[src/rtl/window_scan_controller_pkg.sv]
// Shared definitions for the window scan controller.
//   scan_state_e : frame sequencing states
//   clog2()      : counter width helper (floored at 1 bit)
//   *_DEF        : default geometry and the counter widths derived from it
package window_scan_controller_pkg;

  typedef enum logic [1:0] {
    IDLE  = 2'd0,
    RUN   = 2'd1,
    DRAIN = 2'd2,
    DONE  = 2'd3
  } scan_state_e;

  // Floored at 1 so a single-position dimension still gets a real bit.
  function automatic int unsigned clog2(input int unsigned n);
    int unsigned w;
    w = 1;
    while (w < 32 && (64'd1 << w) < 64'(n)) w++;
    return w;
  endfunction

  localparam int unsigned IM_ROW_DEF  = 480;
  localparam int unsigned IM_COL_DEF  = 700;
  localparam int unsigned WIN_ROW_DEF = 16;
  localparam int unsigned WIN_COL_DEF = 16;
  localparam int unsigned ROW_W_DEF   = clog2(IM_ROW_DEF);
  localparam int unsigned COL_W_DEF   = clog2(IM_COL_DEF);

endpackage

[src/rtl/window_scan_controller_raster_position_counter.sv]
// Raster row/column position of the next pixel to be accepted.
//   clk_i, rst_ni     : clock, async active-low reset
//   clr_i             : return to (0,0)
//   en_i              : advance one pixel in raster order (wraps after the frame)
//   row_o, col_o      : current position
//   end_of_row_c_o    : position is in the last column
//   end_of_frame_c_o  : position is the last pixel of the frame
module raster_position_counter
  import window_scan_controller_pkg::*;
#(
  parameter  int unsigned IM_ROW = IM_ROW_DEF,
  parameter  int unsigned IM_COL = IM_COL_DEF,
  localparam int unsigned ROW_W  = clog2(IM_ROW),
  localparam int unsigned COL_W  = clog2(IM_COL)
) (
  input  logic             clk_i,
  input  logic             rst_ni,
  input  logic             clr_i,
  input  logic             en_i,
  output logic [ROW_W-1:0] row_o,
  output logic [COL_W-1:0] col_o,
  output logic             end_of_row_c_o,
  output logic             end_of_frame_c_o
);

  logic [ROW_W-1:0] row_q, row_d;
  logic [COL_W-1:0] col_q, col_d;

  assign end_of_row_c_o   = (col_q == COL_W'(IM_COL - 1));
  assign end_of_frame_c_o = end_of_row_c_o && (row_q == ROW_W'(IM_ROW - 1));
  assign row_o            = row_q;
  assign col_o            = col_q;

  // Raster advance; the last pixel wraps straight back to the origin.
  always_comb begin
    row_d = row_q;
    col_d = col_q;
    if (clr_i) begin
      row_d = '0;
      col_d = '0;
    end else if (en_i) begin
      if (end_of_row_c_o) begin
        col_d = '0;
        row_d = end_of_frame_c_o ? '0 : row_q + ROW_W'(1);
      end else begin
        col_d = col_q + COL_W'(1);
      end
    end
  end

  always_ff @(posedge clk_i or negedge rst_ni) begin
    if (!rst_ni) begin
      row_q <= '0;
      col_q <= '0;
    end else begin
      row_q <= row_d;
      col_q <= col_d;
    end
  end

endmodule

[src/rtl/window_scan_controller.sv]
// Sequences one frame of raster pixels through the scan-line window buffer.
//   clock, reset          : clock, async active-low reset
//   frameStart            : start a frame (IDLE only)
//   pixValid / pixReady   : upstream pixel handshake
//   bufEnable             : buffer shift enable (accepted pixel)
//   winValid / winReady   : downstream window handshake
//   winRowIdx, winColIdx  : top-left corner of the presented window
//   busy                  : frame in progress (RUN or DRAIN)
//   frameDone             : one-cycle pulse after the last window is consumed
module window_scan_controller
  import window_scan_controller_pkg::*;
#(
  parameter  int unsigned imRow  = IM_ROW_DEF,
  parameter  int unsigned imCol  = IM_COL_DEF,
  parameter  int unsigned winRow = WIN_ROW_DEF,
  parameter  int unsigned winCol = WIN_COL_DEF,
  localparam int unsigned ROW_W  = clog2(imRow),
  localparam int unsigned COL_W  = clog2(imCol)
) (
  input  logic             clock,
  input  logic             reset,
  input  logic             frameStart,
  input  logic             pixValid,
  output logic             pixReady,
  output logic             bufEnable,
  output logic             winValid,
  input  logic             winReady,
  output logic [ROW_W-1:0] winRowIdx,
  output logic [COL_W-1:0] winColIdx,
  output logic             busy,
  output logic             frameDone
);

  scan_state_e      state_q, state_d;
  logic             win_valid_q, win_valid_d;
  logic [ROW_W-1:0] win_row_q, win_row_d;
  logic [COL_W-1:0] win_col_q, win_col_d;

  logic [ROW_W-1:0] row_c;
  logic [COL_W-1:0] col_c;
  logic             end_of_row_c;
  logic             end_of_frame_c;
  logic             accept_c;
  logic             consume_c;
  logic             win_cond_c;
  logic             start_c;

  // Back-pressure only while a presented window is not being taken.
  assign pixReady  = (state_q == RUN) && (!win_valid_q || winReady);
  assign bufEnable = pixValid && pixReady;
  assign accept_c  = bufEnable;
  assign consume_c = win_valid_q && winReady;
  assign start_c   = (state_q == IDLE) && frameStart;

  // Window whose bottom-right is the accepted pixel lies fully inside the image;
  // the column term also rejects windows that would wrap across rows.
  assign win_cond_c = (row_c >= ROW_W'(winRow - 1)) && (col_c >= COL_W'(winCol - 1));

  raster_position_counter #(
    .IM_ROW (imRow),
    .IM_COL (imCol)
  ) u_pos (
    .clk_i            (clock),
    .rst_ni           (reset),
    .clr_i            (start_c),
    .en_i             (accept_c),
    .row_o            (row_c),
    .col_o            (col_c),
    .end_of_row_c_o   (end_of_row_c),
    .end_of_frame_c_o (end_of_frame_c)
  );

  // Next state and window flag/indices.
  always_comb begin
    state_d     = state_q;
    win_valid_d = win_valid_q;
    win_row_d   = win_row_q;
    win_col_d   = win_col_q;

    if (accept_c) begin
      win_valid_d = win_cond_c;
      win_row_d   = row_c - ROW_W'(winRow - 1);
      win_col_d   = col_c - COL_W'(winCol - 1);
    end else if (consume_c) begin
      win_valid_d = 1'b0;
    end

    case (state_q)
      IDLE:    if (frameStart) state_d = RUN;
      RUN:     if (accept_c && end_of_frame_c) state_d = DRAIN;
      // Leave as soon as the final window is gone after this edge.
      DRAIN:   if (!win_valid_d) state_d = DONE;
      DONE:    state_d = IDLE;
      default: state_d = IDLE;
    endcase
  end

  always_ff @(posedge clock or negedge reset) begin
    if (!reset) begin
      state_q     <= IDLE;
      win_valid_q <= 1'b0;
      win_row_q   <= '0;
      win_col_q   <= '0;
    end else begin
      state_q     <= state_d;
      win_valid_q <= win_valid_d;
      win_row_q   <= win_row_d;
      win_col_q   <= win_col_d;
    end
  end

  assign winValid  = win_valid_q;
  assign winRowIdx = win_row_q;
  assign winColIdx = win_col_q;
  assign busy      = (state_q == RUN) || (state_q == DRAIN);
  assign frameDone = (state_q == DONE);

  // end_of_row is folded into end_of_frame inside the counter.
  logic unused_c;
  assign unused_c = end_of_row_c;

endmodule
[config.mk]
export PLATFORM = sky130hd
export DESIGN_NAME = window_scan_controller
export DESIGN_NICKNAME = d
export VERILOG_FILES = /design/src/rtl/window_scan_controller_pkg.sv /design/src/rtl/window_scan_controller_raster_position_counter.sv /design/src/rtl/window_scan_controller.sv
export SDC_FILE = /design/constraint.sdc
export NUM_CORES = 1
export LEC_CHECK = 0
export ABC_AREA = 1
export CELL_PAD_IN_SITES_DETAIL_PLACEMENT = 0
export CELL_PAD_IN_SITES_GLOBAL_PLACEMENT = 1
export CORE_ASPECT_RATIO = 1.4
export CORE_MARGIN = 1
export CORE_UTILIZATION = 42
export CTS_BUF_LIST = sky130_fd_sc_hd__clkbuf_4 sky130_fd_sc_hd__clkbuf_8
export DETAILED_ROUTE_END_ITERATION = 8
export GPL_ROUTABILITY_DRIVEN = 1
export GPL_TIMING_DRIVEN = 0
export PLACE_DENSITY_LB_ADDON = 0.1
export SYNTH_ARGS = -nofsm -noshare
export SYNTH_HDL_FRONTEND = slang
export SYNTH_SLANG_ARGS = --single-unit
[constraint.sdc]
create_clock -name clock -period 2.3 [get_ports clock]
set_input_delay 0.575 -clock clock [delete_from_list [all_inputs] [get_ports clock]]
set_output_delay 0.575 -clock clock [all_outputs]
set_load 0.05 [all_outputs]
==> results of run 1 <==
[state kept, by name, indices dropped and copies added (netlist names)]
| register | count |
|---|---|
| state_q | 2 |
| u_pos.col_o | 10 |
| winValid | 1 |
| u_pos.row_o | 9 |
| winRowIdx | 9 |
| winColIdx | 10 |
[critical path, cell delays in order]
cell and delay, ns:
clkdlybuf4s50_1 0.45, inv_1 0.05, nand2_2 0.09, nand3_4 0.11, inv_2 0.11, buf_12 0.13
buf_8 0.14
[logic make-up after synthesis]
kind of cell             after synthesis  synth area share
buffers and inverters                 34           0.06440
flip-flops                            41            0.4715
AND/OR/NAND/NOR                      129            0.2714
XOR/XNOR                               8           0.03220
adder cells (fa/ha/maj)                7           0.04025
AO/OA/AOI/OAI                         43            0.1202
[metrics by stage]
step | instances | power (W) | hold WS, ns
2_1_floorplan | 262 | 0.002107 | 0.2794
3_3_place_gp | 354 | 0.002579 | 0.4613
3_5_place_dp | 355 | 0.002599 | 0.4705
4_1_cts | 362 | 0.003217 | 0.2514
5_1_grt | 366 | 0.003419 | 0.2677
6_report | 366 | 0.003212 | 0.2390
[how the worst max path moves through the flow]
stage | from | end | slack, ns | cells after the start
floorplan | state_q[1] | bufEnable | 0.40 | 6
global placement | winReady | bufEnable | -0.94 | 8
detailed placement | winReady | bufEnable | -0.94 | 8
CTS | winReady | bufEnable | 0.02 | 7
global route | winReady | bufEnable | 0.002 | 7
finish | winReady | bufEnable | 0.07 | 7
[placed cells by master, fill, tap and decap left out, types with 4 or more instances in the layout]
cell	n
a21oi_1	5
buf_4	5
clkbuf_8	6
clkdlybuf4s50_1	24
dfrtp_1	41
ha_1	6
inv_1	24
inv_2	4
nand2_1	72
nand3_1	15
nand4_1	7
nor2_1	18
o21ai_0	18
o22ai_1	10
xor2_1	7
[layer usage]
metal | GRT usage | vias up
met1 | 0.2404 | 900
met4 | 0.07400 | 0
met2 | 0.3765 | 27
met3 | 0.03927 | 4
met5 | 0 | -
li1 | - | 937
[area by class of cell]
class                   count  area [um^2]  area share
flip-flops and latches     41         1026      0.3756
plain buffers               5        40.04     0.01466
well taps                  64        80.08     0.02932
clock buffers               6        82.58     0.03023
clock inverters             2        37.54     0.01374
multi-input cells         187         1022      0.3743
repair buffers             33        337.8      0.1237
inverters                  28        105.1     0.03848
[power breakdown]
part	total, W	switching [W]	leakage [nW]	internal [W]
combinational	0.00159	0.00106	0.680	0.000535
clock	0.000608	0.000255	0.0574	0.000353
sequential	0.00101	0.000119	0.522	0.000891
[repair_timing]
item,in CTS,in global routing
setup buffers,0,4
gates resized for setup,17,1
pin swaps,0,0
setup endpoints to repair,3,2
==> flow_summary.json, run 1 <==
{
  "ys.warnings.count": 0,
  "ys_types": 32,
  "core_um2": 4917,
  "netlist_top_cells_count": "nand2_1, dfrtp_1, inv_1",
  "cts_buffers": 5,
  "synth_top_cell_by_area": "dfrtp_1",
  "gp_congestion": 0.8769,
  "design_area_um2": 2731,
  "ys_ff_latch": 41,
  "arrival_ns": 1.66,
  "cts_tree": "done",
  "cts_max_level": 2,
  "r2r_slack_ns": 0.42,
  "finalCritPeriodShare": 0.9703,
  "synth_top_area_share": 0.4715,
  "grt_first_pass_wirelength_um": 8652,
  "crit_path_start_kind": "primary input",
  "clockBufferDepth": 2,
  "fillerInstances": 490,
  "maxCapViolations": 0,
  "wl_met1_um": 2075,
  "hold_buffers": 0,
  "slew_viol_final": 0,
  "io_buffers": 28,
  "reg2regPathDepth": 11,
  "die_w_um": 62.83,
  "path_max_fanout": 10,
  "r2r-start": "state_q[1]",
  "ir_drop_mv": 0.5335,
  "syn_area_um2": 2176,
  "setup_tns_ns": 0,
  "fin_util": 0.5555,
  "avgSynthCellArea_um2": 8.305,
  "met2WireLength_um": 2770,
  "grt_overflow": 0,
  "synthesis.instances": 262,
  "viasPerCell": 5.104,
  "drive_gt1_frac": 0.1258,
  "grt_usage": 0.2067,
  "start_util": 0.4425,
  "leakage_nw": 1.260,
  "setup_viol": 0,
  "clk_pin_slew_ns": 0.08,
  "firstDrtPassIters": 4,
  "crit_required_ns": 1.73,
  "synth_ff_type": "dfrtp_1",
  "ant_nets": 0,
  "synth_most_common_cell": "nand2_1",
  "hp-class": "in2async",
  "placed_area_um2": 2559,
  "vias": 1868,
  "hold_viol": 0,
  "ios": 29,
  "numClockSinks": 41,
  "fin_skew_ns": 0.008505,
  "grt_pass1_vias": 1811,
  "syn_nets": 274,
  "async_flop_share": 1.000,
  "slew_headroom": 0.6632,
  "antenna_found_initial": 0,
  "die_y_um": 87.16,
  "topRoutingLayerUsed": "met4",
  "final_net_count": 313,
  "syn_to_final_growth_pct": 25.53,
  "yosysSeqAreaShare": 0.4715,
  "period_minus_slack_ns": 2.232,
  "wl_met3_um": 97,
  "drtIter0Drc": 52,
  "die-area_um2": 5476,
  "synth_top_cells_by_area": "dfrtp_1, nand2_1, o21ai_0",
  "status": "finished clean",
  "fmax_mhz": 448.1,
  "rsz0062_at_grt": "no",
  "rows": 30,
  "synth-edff-count": 0,
  "tightestPinTransition_ns": 0.5036,
  "cts-root-buf": "clkbuf_8",
  "timing.final.ws_setup_ns": 0.06836,
  "grt_max_degree": 22,
  "hpwl_um": 3790,
  "drc": 0,
  "r2r-end": "state_q[0]",
  "dp_slack_ns": -0.9429,
  "p_per_area_nw_per_um2": 1176,
  "drt-total-wl_um": 4996,
  "drt-wirelength-per-cell_um": 13.65,
  "critical_path.endpoint_type": "output pin",
  "crit_type": "in2out",
  "num_antenna_cells": 0,
  "clk_latency_ns": 0.29
}
Note: power is estimated with default switching activity, not from simulation.
==> run 2, diff against run 1 <==
--- a/config.mk
+++ b/config.mk
@@ -10,9 +10,10 @@
 export CELL_PAD_IN_SITES_GLOBAL_PLACEMENT = 1
 export CORE_ASPECT_RATIO = 1.4
 export CORE_MARGIN = 1
-export CORE_UTILIZATION = 42
+export CORE_UTILIZATION = 49
 export CTS_BUF_LIST = sky130_fd_sc_hd__clkbuf_4 sky130_fd_sc_hd__clkbuf_8
 export DETAILED_ROUTE_END_ITERATION = 8
+export DONT_BUFFER_PORTS = 1
 export GPL_ROUTABILITY_DRIVEN = 1
 export GPL_TIMING_DRIVEN = 0
 export PLACE_DENSITY_LB_ADDON = 0.1
==> run 2 against run 1 <==
Via count decreased by 6.6%. Non-clock buffer count decreased by 31. Sequential share of layout area up 5.4 points. First-iteration DRC count rose by 81%. Critical path type is now reg2out. Critical endpoint unchanged. Highest routed layer unchanged.
==> flow_summary.json, run 2 (same netlist as run 1, synthesis figures left out) <==
{
  "path_cells": "inv_1 -> ha_4 -> nand3_4 -> inv_2 -> buf_4 -> buf_12",
  "ir_drop_mv": 0.9567,
  "crit_slowest_cell": "dfrtp_1",
  "leakage_nw": 1.118,
  "hold_ws_ns": 0.1223,
  "tightestPinTransition_ns": 0.4983,
  "hold_viol": 0,
  "finalCritPeriodShare": 0.9528,
  "core_um2": 4239,
  "cts-root-buf": "clkbuf_8",
  "design_area_um2": 2391,
  "grt_usage": 0.2368,
  "setup_viol": 0,
  "slew_viol_final": 0,
  "r2r_slack_ns": 0.52,
  "path_max_fanout": 10,
  "clk_pin_slew_ns": 0.08,
  "ant_nets": 0,
  "die_w_um": 58.32,
  "arrival_ns": 1.62,
  "antenna_found_initial": 0,
  "ios": 29,
  "numClockSinks": 41,
  "final_cell_mix": "nand2_1, dfrtp_1, inv_1",
  "grt_pass1_vias": 1821,
  "period_minus_slack_ns": 2.191,
  "vias": 1745,
  "register_area_um2": 1027,
  "cts_tree": "done",
  "cts_max_level": 2,
  "fin_skew_ns": 0.003589,
  "dp_slack_ns": 0.1464,
  "rows": 28,
  "io_buffers": 0,
  "grt_max_degree": 42,
  "setup_tns_ns": 0,
  "cts_buffers": 5,
  "hpwl_um": 3477,
  "crit_path_start_kind": "flip-flop",
  "gp_congestion": 0.9018,
  "p_per_area_nw_per_um2": 1160,
  "crit_family": "buffers and inverters",
  "drc": 0,
  "die-area_um2": 4715,
  "cp_num_buf_inv": 4,
  "fmax_mhz": 456.3,
  "fillerInstances": 396,
  "slew_headroom": 0.6678,
  "clockBufferDepth": 2,
  "drtIter0Drc": 94,
  "placed_area_um2": 2251,
  "die_y_um": 80.85,
  "drt-wirelength-per-cell_um": 14.47,
  "drt-total-wl_um": 4789,
  "multiInputGateArea_um2": 1030,
  "num_antenna_cells": 0,
  "cpPeakStageDelay_ns": 0.41,
  "timing.final.ws_setup_ns": 0.1086,
  "drive_gt1_frac": 0.1181,
  "grt_overflow": 0,
  "start_util": 0.5133,
  "hp-class": "in2async",
  "mostFrequentLayoutCell": "nand2_1",
  "crit_type": "reg2out",
  "final_net_count": 282,
  "critical_path.endpoint_type": "output pin",
  "syn_to_final_growth_pct": 9.891,
  "clk_latency_ns": 0.29,
  "status": "finished clean",
  "viasPerCell": 5.272,
  "grt_first_pass_wirelength_um": 8362,
  "maxCapViolations": 0,
  "rsz0062_at_grt": "no",
  "cts_setup_buffers": 0,
  "crit_required_ns": 1.73,
  "firstDrtPassIters": 4
}
run 2: per-stage QoR:
step	util	power, W	std cells
after floorplan	-	0.002107	262
after global placement	0.5310	0.002267	322
after detailed placement	0.5310	0.002280	322
after CTS	0.5614	0.002793	331
after global routing	0.5641	0.002949	331
final	0.5641	0.002775	331
run 2: cell type report:
class | instances | share of cell area
buffer | 6 | 0.01988
tap | 60 | 0.03140
sequential | 41 | 0.4296
clock buffer | 6 | 0.03192
timing repair buffer | 1 | 0.008373
clock inverter | 2 | 0.004186
inverter | 28 | 0.04396
multi-input combinational | 187 | 0.4307
run 2: where the power goes:
group / switching (W) / internal, W / total (W)
Sequential: 0.000555 / 0.000884 / 0.00144
Clock: 0.000242 / 0.000222 / 0.000464
Combinational: 0.000581 / 0.000291 / 0.000872
Total: 0.00138 / 0.00140 / 0.00277
run 2: repair_timing:
item                                    in CTS  in global routing
resized for setup                            5                  2
hold buffers                                 1                  0
endpoints found under the hold margin       41                  0
endpoints found under the setup margin       1                  1
run 2: worst paths after layout:
path / start / endpoint / cells past startpoint
max: state_q[1] / bufEnable / 6
min: reset / u_pos.col_o[9] / 1
max reg2reg: u_pos.row_o[0] / state_q[0] / 11
min reg2reg: u_pos.row_o[1] / u_pos.row_o[1] / 2
max in group asynchronous: reset / winValid / 1
min in group clock: pixValid / winColIdx[8] / 2
run 2: worst reg2reg max path, stage by stage (launching register included):
cell     delay [ns]
dfrtp_1        0.43
ha_1           0.26
nand3_1        0.18
nand2_1        0.10
nor2_1         0.18
nand2_1        0.08
nand3_1        0.09
nand2_1        0.08
nand2_1        0.11
nand2_2        0.06
nand2_1        0.05
nand2_1        0.05
run 2: metal layers:
metal  wire length [um]  vias up  track usage
met5                  0        -            0
met4                116        0       0.1024
met3                151       12      0.04459
met2               2555       35       0.4391
met1               1966      819       0.2585
li1                   -      879            -
==> run 3, diff against run 2 <==
--- a/config.mk
+++ b/config.mk
@@ -17,6 +17,7 @@
 export GPL_ROUTABILITY_DRIVEN = 1
 export GPL_TIMING_DRIVEN = 0
 export PLACE_DENSITY_LB_ADDON = 0.1
+export SKIP_CTS_REPAIR_TIMING = 1
 export SYNTH_ARGS = -nofsm -noshare
 export SYNTH_HDL_FRONTEND = slang
 export SYNTH_SLANG_ARGS = --single-unit
==> run 3 against run 2 <==
Total power barely moved. Sequential share of layout area fell by 0.13 points. Register-to-register slack barely moved. Worst hold slack got worse by 0.0059 ns. Core utilization rose by 0.18 points. Final cell count did not move. Critical path depth did not move. Worst setup slack improved by 0.0058 ns. Fmax rose by 0.26%. Critical path type unchanged. Largest power group unchanged. Highest routed layer unchanged.
==> flow_summary.json, run 3 (same netlist as run 1, synthesis figures left out) <==
{
  "arrival_ns": 1.61,
  "setup_viol": 0,
  "drc": 0,
  "fmax_mhz": 457.5,
  "drive_gt1_frac": 0.1181,
  "cpPeakStageDelay_ns": 0.41,
  "ios": 29,
  "drt-wirelength-per-cell_um": 14.44,
  "fillerInstances": 399,
  "multiInputGateArea_um2": 1030,
  "hold_viol": 0,
  "crit_slowest_cell": "dfrtp_1",
  "dp_slack_ns": 0.1464,
  "critical_path.endpoint_type": "output pin",
  "viasPerCell": 5.272,
  "crit_path_start_kind": "flip-flop",
  "grt_usage": 0.2355,
  "grt_overflow": 0,
  "crit_type": "reg2out",
  "crit_required_ns": 1.73,
  "period_minus_slack_ns": 2.186,
  "firstDrtPassIters": 4,
  "io_buffers": 0,
  "cts-root-buf": "clkbuf_8",
  "finalCritPeriodShare": 0.9503,
  "leakage_nw": 1.121,
  "maxCapViolations": 0,
  "ir_drop_mv": 0.9513,
  "p_per_area_nw_per_um2": 1156,
  "hp-class": "in2async",
  "clk_pin_slew_ns": 0.08,
  "clockBufferDepth": 2,
  "path_cells": "inv_1 -> ha_4 -> nand3_4 -> inv_2 -> buf_4 -> buf_12",
  "core_um2": 4239,
  "ant_nets": 0,
  "rows": 28,
  "slew_headroom": 0.6678,
  "die_y_um": 80.85,
  "num_antenna_cells": 0,
  "register_area_um2": 1027,
  "syn_to_final_growth_pct": 10.24,
  "status": "finished clean",
  "path_max_fanout": 10,
  "crit_family": "buffers and inverters",
  "tightestPinTransition_ns": 0.4983,
  "timing.final.ws_setup_ns": 0.1143,
  "mostFrequentLayoutCell": "nand2_1",
  "grt_max_degree": 42,
  "clk_latency_ns": 0.29,
  "numClockSinks": 41,
  "gp_congestion": 0.9018,
  "drt-total-wl_um": 4781,
  "cp_num_buf_inv": 4,
  "grt_first_pass_wirelength_um": 8335,
  "final_net_count": 282,
  "start_util": 0.5133,
  "die-area_um2": 4715,
  "die_w_um": 58.32,
  "slew_viol_final": 0,
  "vias": 1745,
  "hpwl_um": 3477,
  "cts_buffers": 5,
  "grt_pass1_vias": 1806,
  "drtIter0Drc": 102,
  "setup_tns_ns": 0,
  "cts_tree": "done",
  "final_cell_mix": "nand2_1, dfrtp_1, inv_1",
  "fin_skew_ns": 0.002368,
  "cts_max_level": 2,
  "rsz0062_at_grt": "no",
  "antenna_found_initial": 0
}
[run 3: stage by stage]
stage	utilization	instance area [um^2]	total power (W)	cells	hold slack, ns
final	0.5658	2399	0.002773	331	0.1163
after global routing	0.5658	2399	0.002949	331	0.1241
after CTS	0.5514	2337	0.002751	330	-0.03639
after detailed placement	0.5310	2251	0.002280	322	0.2806
after global placement	0.5310	2251	0.002267	322	0.2802
after floorplan	-	2176	0.002107	262	0.2794
[run 3: cell type report]
cell class / instances / share of cell area
Multi-Input combinational cell: 187 / 0.4293
Sequential cell: 41 / 0.4283
Inverter: 28 / 0.04382
Clock buffer: 6 / 0.03182
Tap cell: 60 / 0.03130
Buffer: 6 / 0.01982
Timing Repair Buffer: 1 / 0.01148
Clock inverter: 2 / 0.004173
[run 3: power by group]
group | internal [W] | switching, W
logic | 0.000292 | 0.000580
clock network | 0.000222 | 0.000240
registers | 0.000884 | 0.000555
total | 0.00140 | 0.00138
[run 3: path summary, 6_finish.rpt]
| check | from | to | slack (ns) | cells after the start |
|---|---|---|---|---|
| max in group asynchronous | reset | winValid | 1.97 | 1 |
| min in group clock | pixValid | winColIdx[8] | 0.52 | 2 |
| worst min-delay path | reset | u_pos.col_o[9] | 0.12 | 1 |
| worst max register to register | u_pos.row_o[0] | state_q[0] | 0.53 | 11 |
| worst min register to register | u_pos.row_o[1] | u_pos.row_o[1] | 0.52 | 2 |
| worst max-delay path | state_q[1] | bufEnable | 0.11 | 6 |
[run 3: layer usage]
| metal | up-vias | GRT usage | wire, um |
|---|---|---|---|
| met5 | - | 0 | 0 |
| met4 | 0 | 0.1024 | 101 |
| met3 | 11 | 0.04459 | 123 |
| met2 | 28 | 0.4345 | 2606 |
| met1 | 826 | 0.2585 | 1950 |
| li1 | 880 | - | - |
